<file path="src/rtl/hpdmc_cmdsched.sv">
// SDRAM command scheduler: tracks per-bank open rows and sequences
// ACTIVATE / PRECHARGE / READ / WRITE plus periodic PRECHARGE ALL + AUTO REFRESH.
module hpdmc_cmdsched #(
  parameter int SDRAM_DEPTH       = 26,
  parameter int SDRAM_COLUMNDEPTH = 10
) (
  input  logic                   sys_clk,
  input  logic                   sdram_rst,
  input  logic [2:0]             tim_rp,
  input  logic [2:0]             tim_rcd,
  input  logic [10:0]            tim_refi,
  input  logic [3:0]             tim_rfc,
  input  logic                   stb,
  input  logic                   we,
  input  logic [SDRAM_DEPTH-4:0] address,
  output logic                   cmd_ack,
  output logic                   read,
  output logic                   write,
  output logic [3:0]             concerned_bank,
  input  logic                   read_safe,
  input  logic                   write_safe,
  input  logic [3:0]             precharge_safe,
  output logic                   sdram_cs_n,
  output logic                   sdram_ras_n,
  output logic                   sdram_cas_n,
  output logic                   sdram_we_n,
  output logic [1:0]             sdram_ba,
  output logic [12:0]            sdram_adr
);
  localparam int RW = SDRAM_DEPTH - SDRAM_COLUMNDEPTH - 3;
  localparam int CW = SDRAM_COLUMNDEPTH - 2;

  localparam logic [3:0] CMD_RESET = 4'b1111;
  localparam logic [3:0] CMD_NOP   = 4'b0111;
  localparam logic [3:0] CMD_ACT   = 4'b0011;
  localparam logic [3:0] CMD_READ  = 4'b0101;
  localparam logic [3:0] CMD_WRITE = 4'b0100;
  localparam logic [3:0] CMD_PRE   = 4'b0010;
  localparam logic [3:0] CMD_REF   = 4'b0001;

  typedef enum logic [2:0] {IDLE, TRP_WAIT, ACT_WAIT, PREALL_WAIT, REF_WAIT} state_t;

  state_t         state;
  logic [3:0]     has_openrow;
  logic [RW-1:0]  openrow [4];
  logic           refresh_pending;
  logic [10:0]    refresh_cnt;
  logic [3:0]     wait_cnt;

  logic [CW-1:0]  col;
  logic [1:0]     bank;
  logic [RW-1:0]  row;
  logic           row_hit;
  logic           data_safe;

  assign col       = address[CW-1:0];
  assign bank      = address[CW+1:CW];
  assign row       = address[SDRAM_DEPTH-4:CW+2];
  assign row_hit   = has_openrow[bank] && (openrow[bank] == row);
  assign data_safe = we ? write_safe : read_safe;

  always_ff @(posedge sys_clk) begin
    if (sdram_rst) begin
      state           <= IDLE;
      has_openrow     <= '0;
      refresh_pending <= 1'b0;
      refresh_cnt     <= tim_refi;
      wait_cnt        <= '0;
      {sdram_cs_n, sdram_ras_n, sdram_cas_n, sdram_we_n} <= CMD_RESET;
      sdram_ba        <= '0;
      sdram_adr       <= '0;
      cmd_ack         <= 1'b0;
      read            <= 1'b0;
      write           <= 1'b0;
      concerned_bank  <= '0;
    end else begin
      {sdram_cs_n, sdram_ras_n, sdram_cas_n, sdram_we_n} <= CMD_NOP;
      cmd_ack        <= 1'b0;
      read           <= 1'b0;
      write          <= 1'b0;
      concerned_bank <= '0;

      case (state)
        IDLE: begin
          if (refresh_pending) begin
            if (|has_openrow) begin
              if (&precharge_safe) begin
                {sdram_cs_n, sdram_ras_n, sdram_cas_n, sdram_we_n} <= CMD_PRE;
                sdram_adr   <= 13'h400;
                has_openrow <= '0;
                wait_cnt    <= {1'b0, tim_rp};
                state       <= PREALL_WAIT;
              end
            end else begin
              {sdram_cs_n, sdram_ras_n, sdram_cas_n, sdram_we_n} <= CMD_REF;
              refresh_pending <= 1'b0;
              wait_cnt        <= tim_rfc;
              state           <= (tim_rfc == 4'd0) ? IDLE : REF_WAIT;
            end
          end else if (stb) begin
            if (row_hit) begin
              if (data_safe) begin
                {sdram_cs_n, sdram_ras_n, sdram_cas_n, sdram_we_n} <= we ? CMD_WRITE : CMD_READ;
                sdram_ba       <= bank;
                sdram_adr      <= 13'({col, 2'b00});
                read           <= ~we;
                write          <= we;
                concerned_bank <= 4'b0001 << bank;
                cmd_ack        <= 1'b1;
              end
            end else if (has_openrow[bank]) begin
              if (precharge_safe[bank]) begin
                {sdram_cs_n, sdram_ras_n, sdram_cas_n, sdram_we_n} <= CMD_PRE;
                sdram_ba          <= bank;
                sdram_adr         <= '0;
                has_openrow[bank] <= 1'b0;
                wait_cnt          <= {1'b0, tim_rp};
                state             <= (tim_rp == 3'd0) ? IDLE : TRP_WAIT;
              end
            end else begin
              {sdram_cs_n, sdram_ras_n, sdram_cas_n, sdram_we_n} <= CMD_ACT;
              sdram_ba          <= bank;
              sdram_adr         <= 13'(row);
              has_openrow[bank] <= 1'b1;
              openrow[bank]     <= row;
              wait_cnt          <= {1'b0, tim_rcd};
              state             <= (tim_rcd == 3'd0) ? IDLE : ACT_WAIT;
            end
          end
        end
        PREALL_WAIT: begin
          // AUTO REFRESH issues straight from here, so it fires at count zero
          if (wait_cnt == 4'd0) begin
            {sdram_cs_n, sdram_ras_n, sdram_cas_n, sdram_we_n} <= CMD_REF;
            refresh_pending <= 1'b0;
            wait_cnt        <= tim_rfc;
            state           <= (tim_rfc == 4'd0) ? IDLE : REF_WAIT;
          end else begin
            wait_cnt <= wait_cnt - 4'd1;
          end
        end
        default: begin
          // leave one cycle early: IDLE itself spends the final cycle of the spacing
          if (wait_cnt <= 4'd1) state <= IDLE;
          else                  wait_cnt <= wait_cnt - 4'd1;
        end
      endcase

      // expiry wins over a same-cycle refresh issue; a repeat expiry is absorbed
      if (refresh_cnt == 11'd0) begin
        refresh_pending <= 1'b1;
        refresh_cnt     <= tim_refi;
      end else begin
        refresh_cnt <= refresh_cnt - 11'd1;
      end
    end
  end
endmodule

</file>
<file path="config.mk">
export PLATFORM = sky130hd
export DESIGN_NAME = hpdmc_cmdsched
export DESIGN_NICKNAME = d
export VERILOG_FILES = /design/src/rtl/hpdmc_cmdsched.sv
export SDC_FILE = /design/constraint.sdc
export NUM_CORES = 1
export LEC_CHECK = 0
export ABC_AREA = 0
export ABC_CLOCK_PERIOD_IN_PS = 4000
export CELL_PAD_IN_SITES_DETAIL_PLACEMENT = 1
export CELL_PAD_IN_SITES_GLOBAL_PLACEMENT = 1
export CORE_ASPECT_RATIO = 0.7
export CORE_MARGIN = 8
export CORE_UTILIZATION = 42
export DETAILED_ROUTE_END_ITERATION = 6
export PLACE_DENSITY = 0.91
export SYNTH_ARGS = -nofsm -noshare
export SYNTH_HDL_FRONTEND = slang
export SYNTH_SLANG_ARGS = --single-unit
</file>
<file path="constraint.sdc">
create_clock -name sys_clk -period 4 [get_ports sys_clk]
set_clock_uncertainty 0.1 [all_clocks]
set_input_delay 0.8 -clock sys_clk [delete_from_list [all_inputs] [get_ports sys_clk]]
set_output_delay 0.8 -clock sys_clk [all_outputs]
set_load 0.1 [all_outputs]
</file>
==> reports/results.ini, run 1 <==
[yosys]
synthMuxAreaShare_pct = 7.47
avgSynthCellArea_sq_um = 11.3
yosys.area_share.simple_pct = 15.6
async_reset_ff_share_pct = 0
yosysWarnings = 0
synth-seq-area-share_pct = 54.6
synth_fp_nets = 470
synth_top_family_by_area = simple AND/OR/NAND/NOR gates
ys_seq_elements = 101
synth_cell_types = 57
synth_ff_type = edfxtp_1
synth_xor_area_share_pct = 4.70
synth_cells = 412
synth_compound_area_share_pct = 12.8
synthAdderAreaFrac_pct = 1.08
synth_edf_count = 52
synthesis.area_sq_um = 4650

[drt]
vias = 3804
wl_microns = 15000
avgRoutedWirePerCell_microns = 22.5
vias_per_cell = 5.71
drt_iter0_markers = 283
drtPass1Iterations = 5
final_antenna_net_count = 0
drc = 0

[placed_design]
post_dp_cell_area_sq_um = 5790
gp_congestion = 0.840
pre_cts_ws_ns = -0.202
post-dp-hpwl_microns = 10700
io_buffers = 79

[floorplanning]
coreArea_sq_um = 10900
dieHeight_microns = 104
initial_core_util_pct = 42.7
die_w_microns = 142
io_pins = 80
die_area_sq_um = 14800
core.rowCount = 32

[hold_path]
hold_path.class = flip-flop to flip-flop
min_path_cells = 2
min_from = sdram_adr[11]
min_to = sdram_adr[11]

[worst_setup_path]
r2r_slack_ns = 0.91
crit_type = input pin to flip-flop
cp_slowest_cell = mux4_1
cp_slowest_stage_delay_ns = 0.60
reg2reg_from = openrow[2][12]
rr_endpoint = sdram_adr[12]
worstSetupStartpointType = input pin
reg2reg_depth = 9
crit_chain = clkdlybuf4s50_1 -> buf_12 -> mux4_1 -> xor2_1 -> nor4_2 -> o21ai_0 -> buf_4 -> or2_2 -> a21oi_2 -> a211oi_1 -> nor3_1
crit_arrival_ns = 3.99
end_kind = flip-flop
crit_fanout = 9
cp_data_required_time_ns = 4.17

[grt]
grt_pass1_vias = 4175
grt_start_max_net_pins = 33
grt_overflow = 0
grt_util_all_layers_pct = 20.4
antenna_found_initial = 0
grt_pass1_wl_microns = 23200

[clocking]
h-tree-depth = 3
clkSlewWorstSetupHoldPaths_ns = 0.07
clkSinkCount = 101
clk_latency_ns = 0.35
cts_buffers = 9
cts_root_buffer = clkbuf_16
clock_path_buffers = 2
cts_tree = done

[timing]
period_minus_slack_ns = 3.82
finalSetupViolations = 0
worst_slack_ns = 0.180
timing.slew.headroom_pct = 30.5
finalCritPeriodShare_pct = 95.5
clock.fmax_mhz = 262
tightest_slew_ns = 1.04
fin_setup_tns_ns = 0
rsz0062_at_grt = no
report.final.hold_viol_count = 0
slew_violations = 0

[run_status]
outcome = complete, no violations

[layout]
fin_nets = 566
synthToLayoutAreaGrowth_pct = 30.3
finalInstanceArea_sq_um = 6060
n_antenna_cell = 0
finish.utilization_pct = 55.7
drive_gt1_share_pct = 12.5

[power_and_ir_drop]
power_density_nw_per_um2 = 523
p_leak_uw = 0.00219
ir_worst_vdd_mv = 0.224

[run]
maxCapViolCount = 0

## state kept, by name (all words and copies together) (netlist names), 2 cells and up
name	count
sdram_ba	2
wait_cnt	4
concerned_bank	4
openrow	52
has_openrow	4
sdram_adr	13
state	3
refresh_cnt	11
## Yosys cell counts (4+ instances only)
library cell | instances | share of area, %
o21ai_0 | 16 | 1.7
nand2_1 | 36 | 2.9
nor4_1 | 7 | 0.94
a211oi_1 | 13 | 2.1
a311oi_1 | 4 | 0.75
nand2b_1 | 6 | 0.81
xor2_1 | 16 | 3.0
a21oi_1 | 17 | 1.8
clkbuf_1 | 10 | 0.81
or2_2 | 5 | 0.67
mux4_1 | 4 | 2.3
inv_1 | 13 | 1.0
xnor2_1 | 9 | 1.7
edfxtp_1 | 52 | 34
mux4_2 | 9 | 4.4
and2_1 | 4 | 0.54
nor2_1 | 46 | 3.7
dfxtp_1 | 49 | 21
a22oi_1 | 9 | 1.5
mux2i_1 | 4 | 0.86
nor3_1 | 15 | 1.6
ha_1 | 4 | 1.1
nor2b_1 | 7 | 0.94
## through the flow
stage,instances,hold slack [ns],total power (uW)
after floorplan,412,0.339,1980
after global placement,650,0.350,2270
after detailed placement,650,0.382,2340
after CTS,666,0.391,3160
after global routing,666,0.411,3280
final,666,0.392,3170
## power breakdown
| part | switching, uW | leakage (uW) | internal, uW |
|---|---|---|---|
| registers | 82.5 | 0.000875 | 1190 |
| logic | 704 | 0.00118 | 376 |
| clock network | 382 | 0.000134 | 438 |
| total | 1170 | 0.00219 | 2000 |
## layout make-up
class,count,area [sq um]
fill,1152,4830
sequential,101,2540
multi-input combinational,279,1950
timing repair buffer,104,1070
clock buffer,12,246
tap,153,191
inverter,13,48.8
clock inverter,4,22.5
## placed cells by master (no fill, tap or decap), types with 4 or more instances in the layout
master and instances:
nor4_1 7, mux4_1 4, buf_12 7, xor2_1 16
nor2_1 46, dfxtp_1 49, a311oi_1 4, a22oi_1 9
edfxtp_1 52, mux2i_1 4, clkdlybuf4s50_1 79, o21ai_0 16
or2_2 5, mux4_2 9, nand2_1 36, buf_4 18
xnor2_1 9, inv_1 13, nor2b_1 7, nor3_1 15
a21oi_1 16, a211oi_1 13, clkbuf_16 9, nand2b_1 6
and2_1 4, ha_1 4
## worst max-delay path, delay by kind of cell
kind	cells	cell delay, ns
muxes	1	0.60
xor gates and xnor gates	1	0.18
buffers and inverters	3	0.88
AOI/OAI and AO/OA	3	0.69
and+or+nand+nor	3	0.83
## worst max-delay path by stage
stage / slack (ns) / cells past startpoint / to / start
after floorplan: 0.52 / 8 / openrow[3][0] / address[8]
after global placement: 0.04 / 11 / sdram_adr[10] / address[8]
after detailed placement: -0.20 / 11 / sdram_adr[12] / address[8]
after CTS: 0.09 / 11 / sdram_adr[12] / address[8]
after global routing: 0.03 / 13 / concerned_bank[3] / address[8]
final: 0.18 / 11 / sdram_adr[12] / address[8]
## timing repair
item / 4_1_cts / 5_1_grt
resized for setup: 0 / 2
setup endpoints to repair: 0 / 2
buffers inserted: 0 / 0
hold buffers: 0 / 0
hold endpoints to repair: 0 / 0
## metal layers
metal	track usage [%]	part of all wire, %	up-vias
li1	-	-	1718
met1	24.2	42	1916
met2	34.1	50	139
met3	5.46	5.8	31
met4	8.56	2.6	0
met5	0	0	-
## logic make-up after synthesis
kind of cell | after synthesis
simple gates | 146
buf+inv | 32
fa+ha+maj | 4
mux | 17
compound gates | 87
xor+xnor | 25
flops | 101
No activity file was read; power rests on OpenSTA's default activity.
==> inputs of run 2 (changes only) <==
--- a/config.mk
+++ b/config.mk
@@ -13,6 +13,7 @@
 export CORE_MARGIN = 8
 export CORE_UTILIZATION = 42
 export DETAILED_ROUTE_END_ITERATION = 6
+export HOLD_SLACK_MARGIN = 0.08
 export PLACE_DENSITY = 0.91
 export SYNTH_ARGS = -nofsm -noshare
 export SYNTH_HDL_FRONTEND = slang
==> results of run 2 <==
Final layout, timing and power as in run 1 (identical DEF).
==> inputs of run 3 (changes only) <==
--- a/config.mk
+++ b/config.mk
@@ -7,9 +7,10 @@
 export LEC_CHECK = 0
 export ABC_AREA = 0
 export ABC_CLOCK_PERIOD_IN_PS = 4000
+export CAP_MARGIN = 20
 export CELL_PAD_IN_SITES_DETAIL_PLACEMENT = 1
 export CELL_PAD_IN_SITES_GLOBAL_PLACEMENT = 1
-export CORE_ASPECT_RATIO = 0.7
+export CORE_ASPECT_RATIO = 0.8
 export CORE_MARGIN = 8
 export CORE_UTILIZATION = 42
 export DETAILED_ROUTE_END_ITERATION = 6
==> run 3 against run 2 <==
Non-clock buffer count shrank 8. Via count decreased by 0.18%. Critical path depth is 1 lower. Cell count decreased by 2.6%. Clock power increased by 4.9%. Worst setup slack improved by 0.0011 ns. Core utilization decreased by 0.76 points. Die area decreased by 0.22%. Sequential share of layout area increased by 0.75 points. First-iteration DRC count up 18%. Sequential power hardly changed. Largest power group unchanged.
==> reports/results.ini, run 3 (synthesis gave the netlist of run 1 again) <==
[floorplanning]
initial_core_util_pct = 42.9  ; +0.17 points
io_pins = 80  ; unchanged
coreArea_sq_um = 10800  ; -0.39%
die_w_microns = 134  ; -5.7%
die_area_sq_um = 14700  ; -0.22%
dieHeight_microns = 110  ; +5.8%
core.rowCount = 34  ; +6.3%

[layout]
nFillCells = 1164  ; +1.0%
final_cell_mix = clkdlybuf4s50_1 (79), edfxtp_1 (52), dfxtp_1 (49)
finalInstanceArea_sq_um = 5960  ; -1.8%
synthToLayoutAreaGrowth_pct = 28.0
largest-register = openrow
fin_nets = 558  ; -1.4%
largest_reg_flops = 52  ; unchanged
drive_gt1_share_pct = 11.5  ; -0.99 points
largestRegisters = openrow x52, sdram_adr x13, refresh_cnt x11
stdcell_count = 649  ; -2.6%
final_common_cell = clkdlybuf4s50_1
n_antenna_cell = 0  ; unchanged

[placed_design]
post_dp_cell_area_sq_um = 5660  ; -2.2%
io_buffers = 79  ; unchanged
dp.cells = 632  ; -2.8%
gp_congestion = 0.846  ; +0.73%
post-dp-hpwl_microns = 10300  ; -3.1%

[worst_setup_path]
cp-startpoint = address[8]
worstSetupStartpointType = input pin
rr_endpoint = sdram_adr[10]
end_kind = flip-flop
reg2reg_from = openrow[1][11]
crit_type = input pin to flip-flop
crit_arrival_ns = 3.98  ; about the same
cp_data_required_time_ns = 4.16  ; about the same
reg2reg_depth = 8  ; -1
r2r_slack_ns = 0.94  ; +0.03 ns
crit_fanout = 18  ; +9

[grt]
grt_start_max_net_pins = 33  ; unchanged
grt_pass1_wl_microns = 23100  ; -0.51%
grt_util_all_layers_pct = 20.3  ; -0.075 points
antenna_found_initial = 0  ; unchanged
grt_pass1_vias = 4184  ; +0.22%
grt_overflow = 0  ; unchanged

[timing]
report.final.hold_viol_count = 0  ; unchanged
rsz0062_at_grt = no
slew_violations = 0  ; unchanged
clock.fmax_mhz = 262  ; about the same
whs_ns = 0.382  ; -0.0103 ns
period_minus_slack_ns = 3.82  ; -0.00108 ns
fin_setup_tns_ns = 0  ; unchanged
finalSetupViolations = 0  ; unchanged
tightest_slew_ns = 1.02  ; -0.0169 ns
timing.slew.headroom_pct = 31.6  ; +1.1 points
finalCritPeriodShare_pct = 95.5  ; about the same

[clocking]
clock_path_buffers = 2  ; unchanged
clk_latency_ns = 0.35  ; about the same
cts_buffers = 9  ; unchanged
cts_tree = done
h-tree-depth = 3  ; unchanged
cts_root_buffer = clkbuf_16
clkSlewWorstSetupHoldPaths_ns = 0.07  ; about the same
clkSinkCount = 101  ; unchanged

[power_and_ir_drop]
clkPwrFrac_pct = 27.3  ; +1.4 points
power_switching_uw = 1180  ; +1.2%
power_density_nw_per_um2 = 529  ; +1.2%
ir_worst_vdd_mv = 0.218  ; -2.9%
switching_share_pct = 37.5  ; +0.66 points
p_seq_share_pct = 40.4  ; +0.4 points
internal_power_uw = 1970  ; -1.6%
comb_power_share_pct = 32.3  ; -1.8 points
p_leak_uw = 0.00215  ; -2.0%

[drt]
avgRoutedWirePerCell_microns = 22.3  ; -1.3%
drt_iter0_markers = 334  ; +18%
vias_per_cell = 5.85  ; +2.4%
drc = 0  ; unchanged
vias = 3797  ; -0.18%
drtPass1Iterations = 5  ; unchanged
wl_microns = 14400  ; -3.8%
final_antenna_net_count = 0  ; unchanged

[hold_path]
min_path_cells = 2  ; unchanged
hold_path.class = flip-flop to flip-flop
min_to = refresh_cnt[10]
min_from = refresh_cnt[10]

[run]
maxCapViolCount = 0  ; unchanged

[run_status]
outcome = complete, no violations

run 3: final cells by class:
type | count | area, sq um | share of cell area, %
multi-input combinational | 279 | 1940 | 32.6
clock buffer | 9 | 225 | 3.78
inverter | 13 | 48.8 | 0.819
sequential | 101 | 2540 | 42.7
clock inverter | 7 | 65.1 | 1.09
tap | 144 | 180 | 3.02
timing repair buffer | 96 | 956 | 16.0
run 3: timing repair:
action	CTS	global route
resized for setup	0	1
setup endpoints to repair	0	4
setup buffers	0	1
hold buffers	0	0
run 3: per-stage QoR:
step | util, % | power, uW | setup WS [ns]
after floorplan | - | 1980 | 0.521
after global placement | 52.2 | 2240 | 0.0858
after detailed placement | 52.2 | 2290 | -0.183
after CTS | 54.8 | 3150 | 0.147
after global routing | 54.9 | 3290 | 0.0290
final | 54.9 | 3150 | 0.181
run 3: power groups by stage:
stage               registers (uW)  clock network [uW]  logic (uW)
global placement              1280                   0         960
global route                  1280                 908        1100
floorplan                     1520                   0         469
detailed placement            1290                   0        1000
finish                        1270                 860        1020
CTS                           1270                 868        1020
run 3: critical path: stages:
cell             delay [ns]
clkdlybuf4s50_1        0.54
buf_12                 0.16
mux4_1                 0.62
xor2_1                 0.18
nor4_2                 0.36
nand4_2                0.16
or4_4                  0.58
nand3_4                0.23
nor2_1                 0.09
a311oi_1               0.26
run 3: how the worst max path moves through the flow:
stage	endpoint	slack, ns	depth (start not counted)
5_1_grt	sdram_adr[2]	0.03	10
4_1_cts	sdram_adr[4]	0.15	12
2_1_floorplan	openrow[3][0]	0.52	8
6_report	sdram_adr[10]	0.18	10
3_3_place_gp	sdram_adr[10]	0.09	10
3_5_place_dp	read	-0.18	11
run 3: routing by layer:
layer / vias up / routed length (microns) / global-route usage [%]
met5: - / 0 / 0
met4: 0 / 520 / 10.2
met3: 41 / 1030 / 5.39
met2: 169 / 6940 / 34.4
met1: 1880 / 5950 / 23.8
li1: 1707 / - / -
